--- src/rtl/shseq_pkg.sv ---
`default_nettype none
// ============================================================================
// Package   : shseq_pkg
// Purpose   : Shared constants for the shift_sequencer slice: default
//             geometry, command mode encodings and FSM state encoding.
// Revision  : 1.0 - initial release
// ============================================================================
package shseq_pkg;

    // Default geometry of the sequenced register
    localparam int DEF_WIDTH = 5;
    localparam int DEF_CNT_W = 4;
    localparam int MODE_W    = 3;

    // Command mode encodings; 3'b110 and 3'b111 are reserved and act as hold
    localparam logic [MODE_W-1:0] MODE_HOLD  = 3'b000;
    localparam logic [MODE_W-1:0] MODE_SHR   = 3'b001;
    localparam logic [MODE_W-1:0] MODE_SHL   = 3'b010;
    localparam logic [MODE_W-1:0] MODE_RING  = 3'b011;
    localparam logic [MODE_W-1:0] MODE_TWIST = 3'b100;
    localparam logic [MODE_W-1:0] MODE_LOAD  = 3'b101;

    // Controller state encoding
    typedef enum logic [1:0] {
        ST_IDLE = 2'd0,
        ST_RUN  = 2'd1,
        ST_DONE = 2'd2
    } state_t;

endpackage : shseq_pkg
`default_nettype wire

--- src/rtl/shseq_datapath.sv ---
`default_nettype none
// ============================================================================
// Module    : shseq_datapath
// Purpose   : WIDTH-bit shift register with its next-value mux and the
//             registered serial-out flop. Stage "a" is q_o[WIDTH-1], stage
//             "e" is q_o[0].
// Ports     : clk, reset      - clock, asynchronous active-high reset
//             shift_en_i      - perform one shift of the latched mode
//             load_en_i       - parallel load par_in_i (takes priority over shift)
//             preset_en_i     - force all ones / ser_out 0 (SHSEQ_PRESET_EN only)
//             mode_i          - latched command mode
//             ser_in_i        - serial input bit, sampled live
//             par_in_i        - parallel load value
//             q_o, ser_out_o  - register contents, last shifted-out bit
// Config    : SHSEQ_PRESET_EN adds preset_en_i
// Revision  : 1.0 - initial release
// ============================================================================
module shseq_datapath
    import shseq_pkg::*;
#(
    parameter int WIDTH = DEF_WIDTH
) (
    input  logic              clk,
    input  logic              reset,
    input  logic              shift_en_i,
    input  logic              load_en_i,
`ifdef SHSEQ_PRESET_EN
    input  logic              preset_en_i,
`endif
    input  logic [MODE_W-1:0] mode_i,
    input  logic              ser_in_i,
    input  logic [WIDTH-1:0]  par_in_i,
    output logic [WIDTH-1:0]  q_o,
    output logic              ser_out_o
);

    logic [WIDTH-1:0] q_q;
    logic [WIDTH-1:0] q_d;
    logic             ser_out_q;
    logic             ser_out_d;
    logic             w_preset;

`ifdef SHSEQ_PRESET_EN
    assign w_preset = preset_en_i;
`else
    assign w_preset = 1'b0;
`endif

    always_comb begin
        q_d       = q_q;
        ser_out_d = ser_out_q;
        if (w_preset) begin
            // Serial-to-parallel marker: all ones, no bit shifted out yet
            q_d       = '1;
            ser_out_d = 1'b0;
        end else if (load_en_i) begin
            q_d = par_in_i;
        end else if (shift_en_i) begin
            case (mode_i)
                MODE_SHR: begin
                    q_d       = {ser_in_i, q_q[WIDTH-1:1]};
                    ser_out_d = q_q[0];
                end
                MODE_SHL: begin
                    q_d       = {q_q[WIDTH-2:0], ser_in_i};
                    ser_out_d = q_q[WIDTH-1];
                end
                MODE_RING: begin
                    q_d       = {q_q[0] | ser_in_i, q_q[WIDTH-1:1]};
                    ser_out_d = q_q[0];
                end
                MODE_TWIST: begin
                    q_d       = {~q_q[0] | ser_in_i, q_q[WIDTH-1:1]};
                    ser_out_d = q_q[0];
                end
                // Hold and reserved codes leave the register untouched
                default: begin
                    q_d       = q_q;
                    ser_out_d = ser_out_q;
                end
            endcase
        end
    end

    always_ff @(posedge clk or posedge reset) begin
        if (reset) begin
            q_q       <= '0;
            ser_out_q <= 1'b0;
        end else begin
            q_q       <= q_d;
            ser_out_q <= ser_out_d;
        end
    end

    assign q_o       = q_q;
    assign ser_out_o = ser_out_q;

endmodule : shseq_datapath
`default_nettype wire

--- src/rtl/shift_sequencer.sv ---
`default_nettype none
// ============================================================================
// Module    : shift_sequencer
// Purpose   : Command-driven shift-register sequencer. One start request
//             latches a mode and a shift count; the block then performs
//             exactly that many shifts and pulses done for one cycle.
// Ports     : clk, reset  - clock, asynchronous active-high reset
//             start       - command request (sampled only in IDLE)
//             mode, count - command mode and number of shifts
//             ser_in      - serial input bit (sampled live on each shift)
//             par_in      - parallel load value
//             preset      - all-ones preset in IDLE (SHSEQ_PRESET_EN only)
//             q, ser_out  - register contents, last shifted-out bit
//             busy, done  - handshake: busy while not IDLE, done pulse
// Config    : SHSEQ_PRESET_EN adds the preset input and its logic
// Revision  : 1.0 - initial release
// ============================================================================
module shift_sequencer
    import shseq_pkg::*;
#(
    parameter int WIDTH = DEF_WIDTH,
    parameter int CNT_W = DEF_CNT_W
) (
    input  logic              clk,
    input  logic              reset,
    input  logic              start,
`ifdef SHSEQ_PRESET_EN
    input  logic              preset,
`endif
    input  logic [MODE_W-1:0] mode,
    input  logic [CNT_W-1:0]  count,
    input  logic              ser_in,
    input  logic [WIDTH-1:0]  par_in,
    output logic [WIDTH-1:0]  q,
    output logic              ser_out,
    output logic              busy,
    output logic              done
);

    state_t              state_q;
    logic [CNT_W-1:0]    rem_q;
    logic [MODE_W-1:0]   mode_q;
    logic                busy_q;
    logic                done_q;

    logic                w_idle;
    logic                w_preset;
    logic                w_accept;
    logic                w_load_en;
    logic                w_shift_en;
    logic                w_immediate;

`ifdef SHSEQ_PRESET_EN
    // Preset is only honoured in IDLE and outranks a simultaneous start
    assign w_preset = preset & w_idle;
`else
    assign w_preset = 1'b0;
`endif

    assign w_idle      = (state_q == ST_IDLE);
    assign w_accept    = w_idle & start & ~w_preset;
    assign w_load_en   = w_accept & (mode == MODE_LOAD);
    assign w_shift_en  = (state_q == ST_RUN);
    // Loads and zero-count commands skip RUN entirely
    assign w_immediate = (mode == MODE_LOAD) || (count == '0);

    always_ff @(posedge clk or posedge reset) begin
        if (reset) begin
            state_q <= ST_IDLE;
            rem_q   <= '0;
            mode_q  <= MODE_HOLD;
            busy_q  <= 1'b0;
            done_q  <= 1'b0;
        end else begin
            case (state_q)
                ST_IDLE: begin
                    done_q <= 1'b0;
                    if (w_accept) begin
                        mode_q <= mode;
                        rem_q  <= count;
                        busy_q <= 1'b1;
                        if (w_immediate) begin
                            state_q <= ST_DONE;
                            done_q  <= 1'b1;
                        end else begin
                            state_q <= ST_RUN;
                        end
                    end
                end
                ST_RUN: begin
                    rem_q <= rem_q - CNT_W'(1);
                    // The shift on this edge is the last one; rem of zero
                    // cannot occur here but is treated as last to stay safe
                    if (rem_q <= CNT_W'(1)) begin
                        state_q <= ST_DONE;
                        done_q  <= 1'b1;
                    end
                end
                ST_DONE: begin
                    state_q <= ST_IDLE;
                    done_q  <= 1'b0;
                    busy_q  <= 1'b0;
                end
                default: begin
                    state_q <= ST_IDLE;
                    done_q  <= 1'b0;
                    busy_q  <= 1'b0;
                end
            endcase
        end
    end

    shseq_datapath #(
        .WIDTH (WIDTH)
    ) u_datapath (
        .clk         (clk),
        .reset       (reset),
        .shift_en_i  (w_shift_en),
        .load_en_i   (w_load_en),
`ifdef SHSEQ_PRESET_EN
        .preset_en_i (w_preset),
`endif
        .mode_i      (mode_q),
        .ser_in_i    (ser_in),
        .par_in_i    (par_in),
        .q_o         (q),
        .ser_out_o   (ser_out)
    );

    assign busy = busy_q;
    assign done = done_q;

endmodule : shift_sequencer
`default_nettype wire

--- config.mk ---
export PLATFORM = sky130hd
export DESIGN_NAME = shift_sequencer
export DESIGN_NICKNAME = d
export VERILOG_FILES = /design/src/rtl/shseq_pkg.sv /design/src/rtl/shseq_datapath.sv /design/src/rtl/shift_sequencer.sv
export SDC_FILE = /design/constraint.sdc
export NUM_CORES = 1
export LEC_CHECK = 0
export CAP_MARGIN = 30
export CELL_PAD_IN_SITES_DETAIL_PLACEMENT = 1
export CELL_PAD_IN_SITES_GLOBAL_PLACEMENT = 1
export CORE_MARGIN = 10
export CORE_UTILIZATION = 41
export CTS_BUF_LIST = sky130_fd_sc_hd__clkbuf_8
export CTS_CLUSTER_SIZE = 20
export DETAILED_ROUTE_END_ITERATION = 16
export PLACE_DENSITY = 0.87
export SYNTH_ARGS = -nofsm -noshare
export SYNTH_HDL_FRONTEND = slang
export SYNTH_SLANG_ARGS = --single-unit
--- constraint.sdc ---
create_clock -name clk -period 3.7 [get_ports clk]
set_input_delay 0.74 -clock clk [delete_from_list [all_inputs] [get_ports clk]]
set_output_delay 0.74 -clock clk [all_outputs]
set_load 0.05 [all_outputs]
==> flow_metrics.tcl <==
set metrics [dict create \
    outcome "finished, final reports clean" \
    p_leak_nw 0.529 \
    htree_levels 1 \
    yosysSeqAreaShare_pct 42.7 \
    start_util_pct 44.2 \
    first_pass_iters 4 \
    hold_violations 0 \
    placementRows 17 \
    finalCritPeriodShare_pct 62.7 \
    rsz0062_at_grt "false" \
    clock_sinks 17 \
    post_synth_mux_area_share_pct 13.9 \
    ir_drop_v 0.000559 \
    post-route-drc-count 0 \
    area_growth_syn_to_layout_pct 28.6 \
    fin_util_pct 56.8 \
    grt_max_degree 18 \
    synth-seq-cells 17 \
    worstMarginPinSlew_ns 0.674 \
    yosysWarnings 0 \
    critPathBufInv 1 \
    synth_top_family_by_area "simple AND/OR/NAND/NOR gates" \
    synth_area_leaders "dfrtp_1 (43%), mux2_2 (6.8%), mux2i_1 (6.0%)" \
    drv_cap 0 \
    cp_slowest_stage_delay_ns 0.87 \
    cts_tree "done" \
    power_density_mw_per_mm2 980 \
    insertion_delay_ns 0.25 \
    yosys.area.top_type "dfrtp_1" \
    overflow 0 \
    cp_top_family "buffers and inverters" \
    slowest_stage "clkdlybuf4s50_1" \
    synth_top_area_share_pct 42.7 \
    place.gp.congestion 0.808 \
    worstPathArrival_ns 1.58 \
    die_h_microns 69.3 \
    final_area_sq_mm 0.00128 \
    topRoutingLayerUsed "met4" \
    final_max_slew_viol_count 0 \
    hold_buffers 0 \
    period_needed_ns 2.32 \
    synthSimpleGateAreaFrac_pct 19.5 \
    synth-compound-area-share_pct 16.6 \
    dr_wl_met3_microns 46 \
    setup_viol_count_final 0 \
    power.share.switching_pct 47.1 \
    fin_cells 151 \
    slew_headroom_pct 55.0 \
    vias 832 \
    clk_pin_slew_ns 0.07 \
    path_cells "clkdlybuf4s50_1" \
    fmax_mhz 431 \
    p_sw_w 0.000591 \
    synth-adder-area-share_pct 2.51 \
    core_sq_mm 0.00225 \
    m1WireLength_microns 1220 \
    vias_per_cell 5.51 \
    criticalPathCategory "reg -> out" \
    path_max_fanout 6 \
    portBuffers 23 \
    cp-start-kind "flop" \
    synth-edff-count 0 \
    post_cts_buffers 0 \
    fp.dieW_microns 69.3 \
    fin_tns_setup_ns 0 \
    async_reset_ff_share_pct 100 \
    dr_wl_met2_microns 1340 \
    drtIter0Drc 38 \
    synth_area_per_cell_sq_um 9.96 \
    hold_path_class "reg -> reg" \
    design.die.area_sq_mm 0.00480 \
    grt_first_pass_wirelength_microns 4460 \
    cts_resized 0 \
    yosys-top-cells-count "dfrtp_1 (17), nor2_1 (10), nand2_1 (7)" \
    final_nets 142 \
    ios 24 \
    clock_path_buffers 2 \
    dp.cells 147 \
    cts_made_buffers 3 \
    power_frac_seq_pct 32.7 \
    syn-cell-area_sq_um 996 \
    synth-xor-area-share_pct 0 \
    p_clk_share_pct 10.9 \
    p_comb_share_pct 56.4 \
    synth_cell_types 34 \
    intPower_w 0.000665 \
    worst_setup_path_end_kind "primary output" \
    finClkSkew_ns 0.00336 \
    fill_cells 272 \
    placed_cell_area_sq_mm 0.00124 \
    worstPathRequired_ns 2.96 \
    cts-root-buf "clkbuf_8" \
    wl_microns 2620 \
    wl_per_cell_microns 17.4 \
    drtAntennaViolNets 0 \
    synthesis.nets 118 \
    synth.most_common_cell "dfrtp_1" \
    diodes 0 \
    grt_pass1_vias 907 \
    postSynthCellCount 100 \
    grt.total_usage_pct 10.8 \
    dp_hpwl_microns 2030 \
    synth_top_flop_cell "dfrtp_1" \
    drive_gt1_share_pct 11.4 \
    antenna_found_initial 0 \
]
==> power groups by stage <==
| stage | sequential (W) | clock [W] | combinational [W] |
|---|---|---|---|
| final | 0.000411 | 0.000136 | 0.000709 |
| after floorplan | 0.000495 | 0 | 0.000434 |
| after global placement | 0.000405 | 0 | 0.000688 |
| after detailed placement | 0.000413 | 0 | 0.000709 |
| after CTS | 0.000410 | 0.000140 | 0.000716 |
| after global routing | 0.000432 | 0.000150 | 0.000765 |
==> routing by layer <==
layer	GRT usage [%]	vias to the layer above
met5	0	-
met4	2.00	0
met3	2.43	2
met2	18.0	9
met1	13.7	418
li1	-	403
==> cell usage in the layout (no fill, tap or decap), types with 2 or more instances in the layout <==
master           count
nand2_1              7
a211oi_1             2
nand3_1              2
a21oi_1              5
clkbuf_8             3
nor3_4               2
mux2_2               6
nor3_1               3
a31oi_1              2
nand2b_1             2
ha_1                 2
o21ai_0              3
mux2i_1              6
o22ai_1              3
clkdlybuf4s50_1     23
dfrtp_1             17
nor2_1              10
o21ai_1              4
inv_1                7
==> layout make-up <==
class | instances | area (sq um) | area share [%]
multi-input combinational | 73 | 523 | 40.8
inverter | 6 | 22.5 | 1.76
timing repair buffer | 23 | 230 | 18.0
tap | 28 | 35.0 | 2.73
sequential | 17 | 425 | 33.2
clock inverter | 1 | 3.75 | 0.293
clock buffer | 3 | 41.3 | 3.22
==> cell families after synthesis <==
family / count (synthesis)
and+or+nand+nor: 33
AOI/OAI and AO/OA: 25
DFF: 17
muxes: 13
buffers and inverters: 10
adders and majority gates: 2
==> registers in the layout, indices dropped and copies added, names as in the netlist <==
register / cells
busy: 1
state_q: 2
u_datapath.q_o: 5
done: 1
mode_q: 3
rem_q: 4
u_datapath.ser_out_o: 1
==> worst paths after layout <==
| path | startpoint | to | slack, ns | depth (start not counted) |
|---|---|---|---|---|
| worst max-delay path | u_datapath.q_o[0]$_DFFE_PP0P_ | q[0] | 1.38 | 1 |
| worst min-delay path | busy$_DFFE_PP0P_ | busy$_DFFE_PP0P_ | 0.53 | 2 |
| worst max register to register | state_q[1]$_DFFE_PP0P_ | u_datapath.q_o[4]$_DFFE_PP0P_ | 1.99 | 4 |
| worst min register to register | busy$_DFFE_PP0P_ | busy$_DFFE_PP0P_ | 0.53 | 2 |
| max in group asynchronous | reset | rem_q[3]$_DFFE_PP0P_ | 2.37 | 2 |
| min in group asynchronous | reset | u_datapath.q_o[1]$_DFFE_PP0P_ | 0.89 | 2 |
==> through the flow <==
stage	hold WS, ns	total power [W]	setup WS [ns]
floorplan	0.508	0.000929	2.03
CTS	0.531	0.00127	1.38
global route	0.558	0.00135	1.33
finish	0.533	0.00126	1.38
detailed placement	0.519	0.00112	1.36
global placement	0.512	0.00109	1.43
Note: power is estimated with default switching activity, not from simulation.
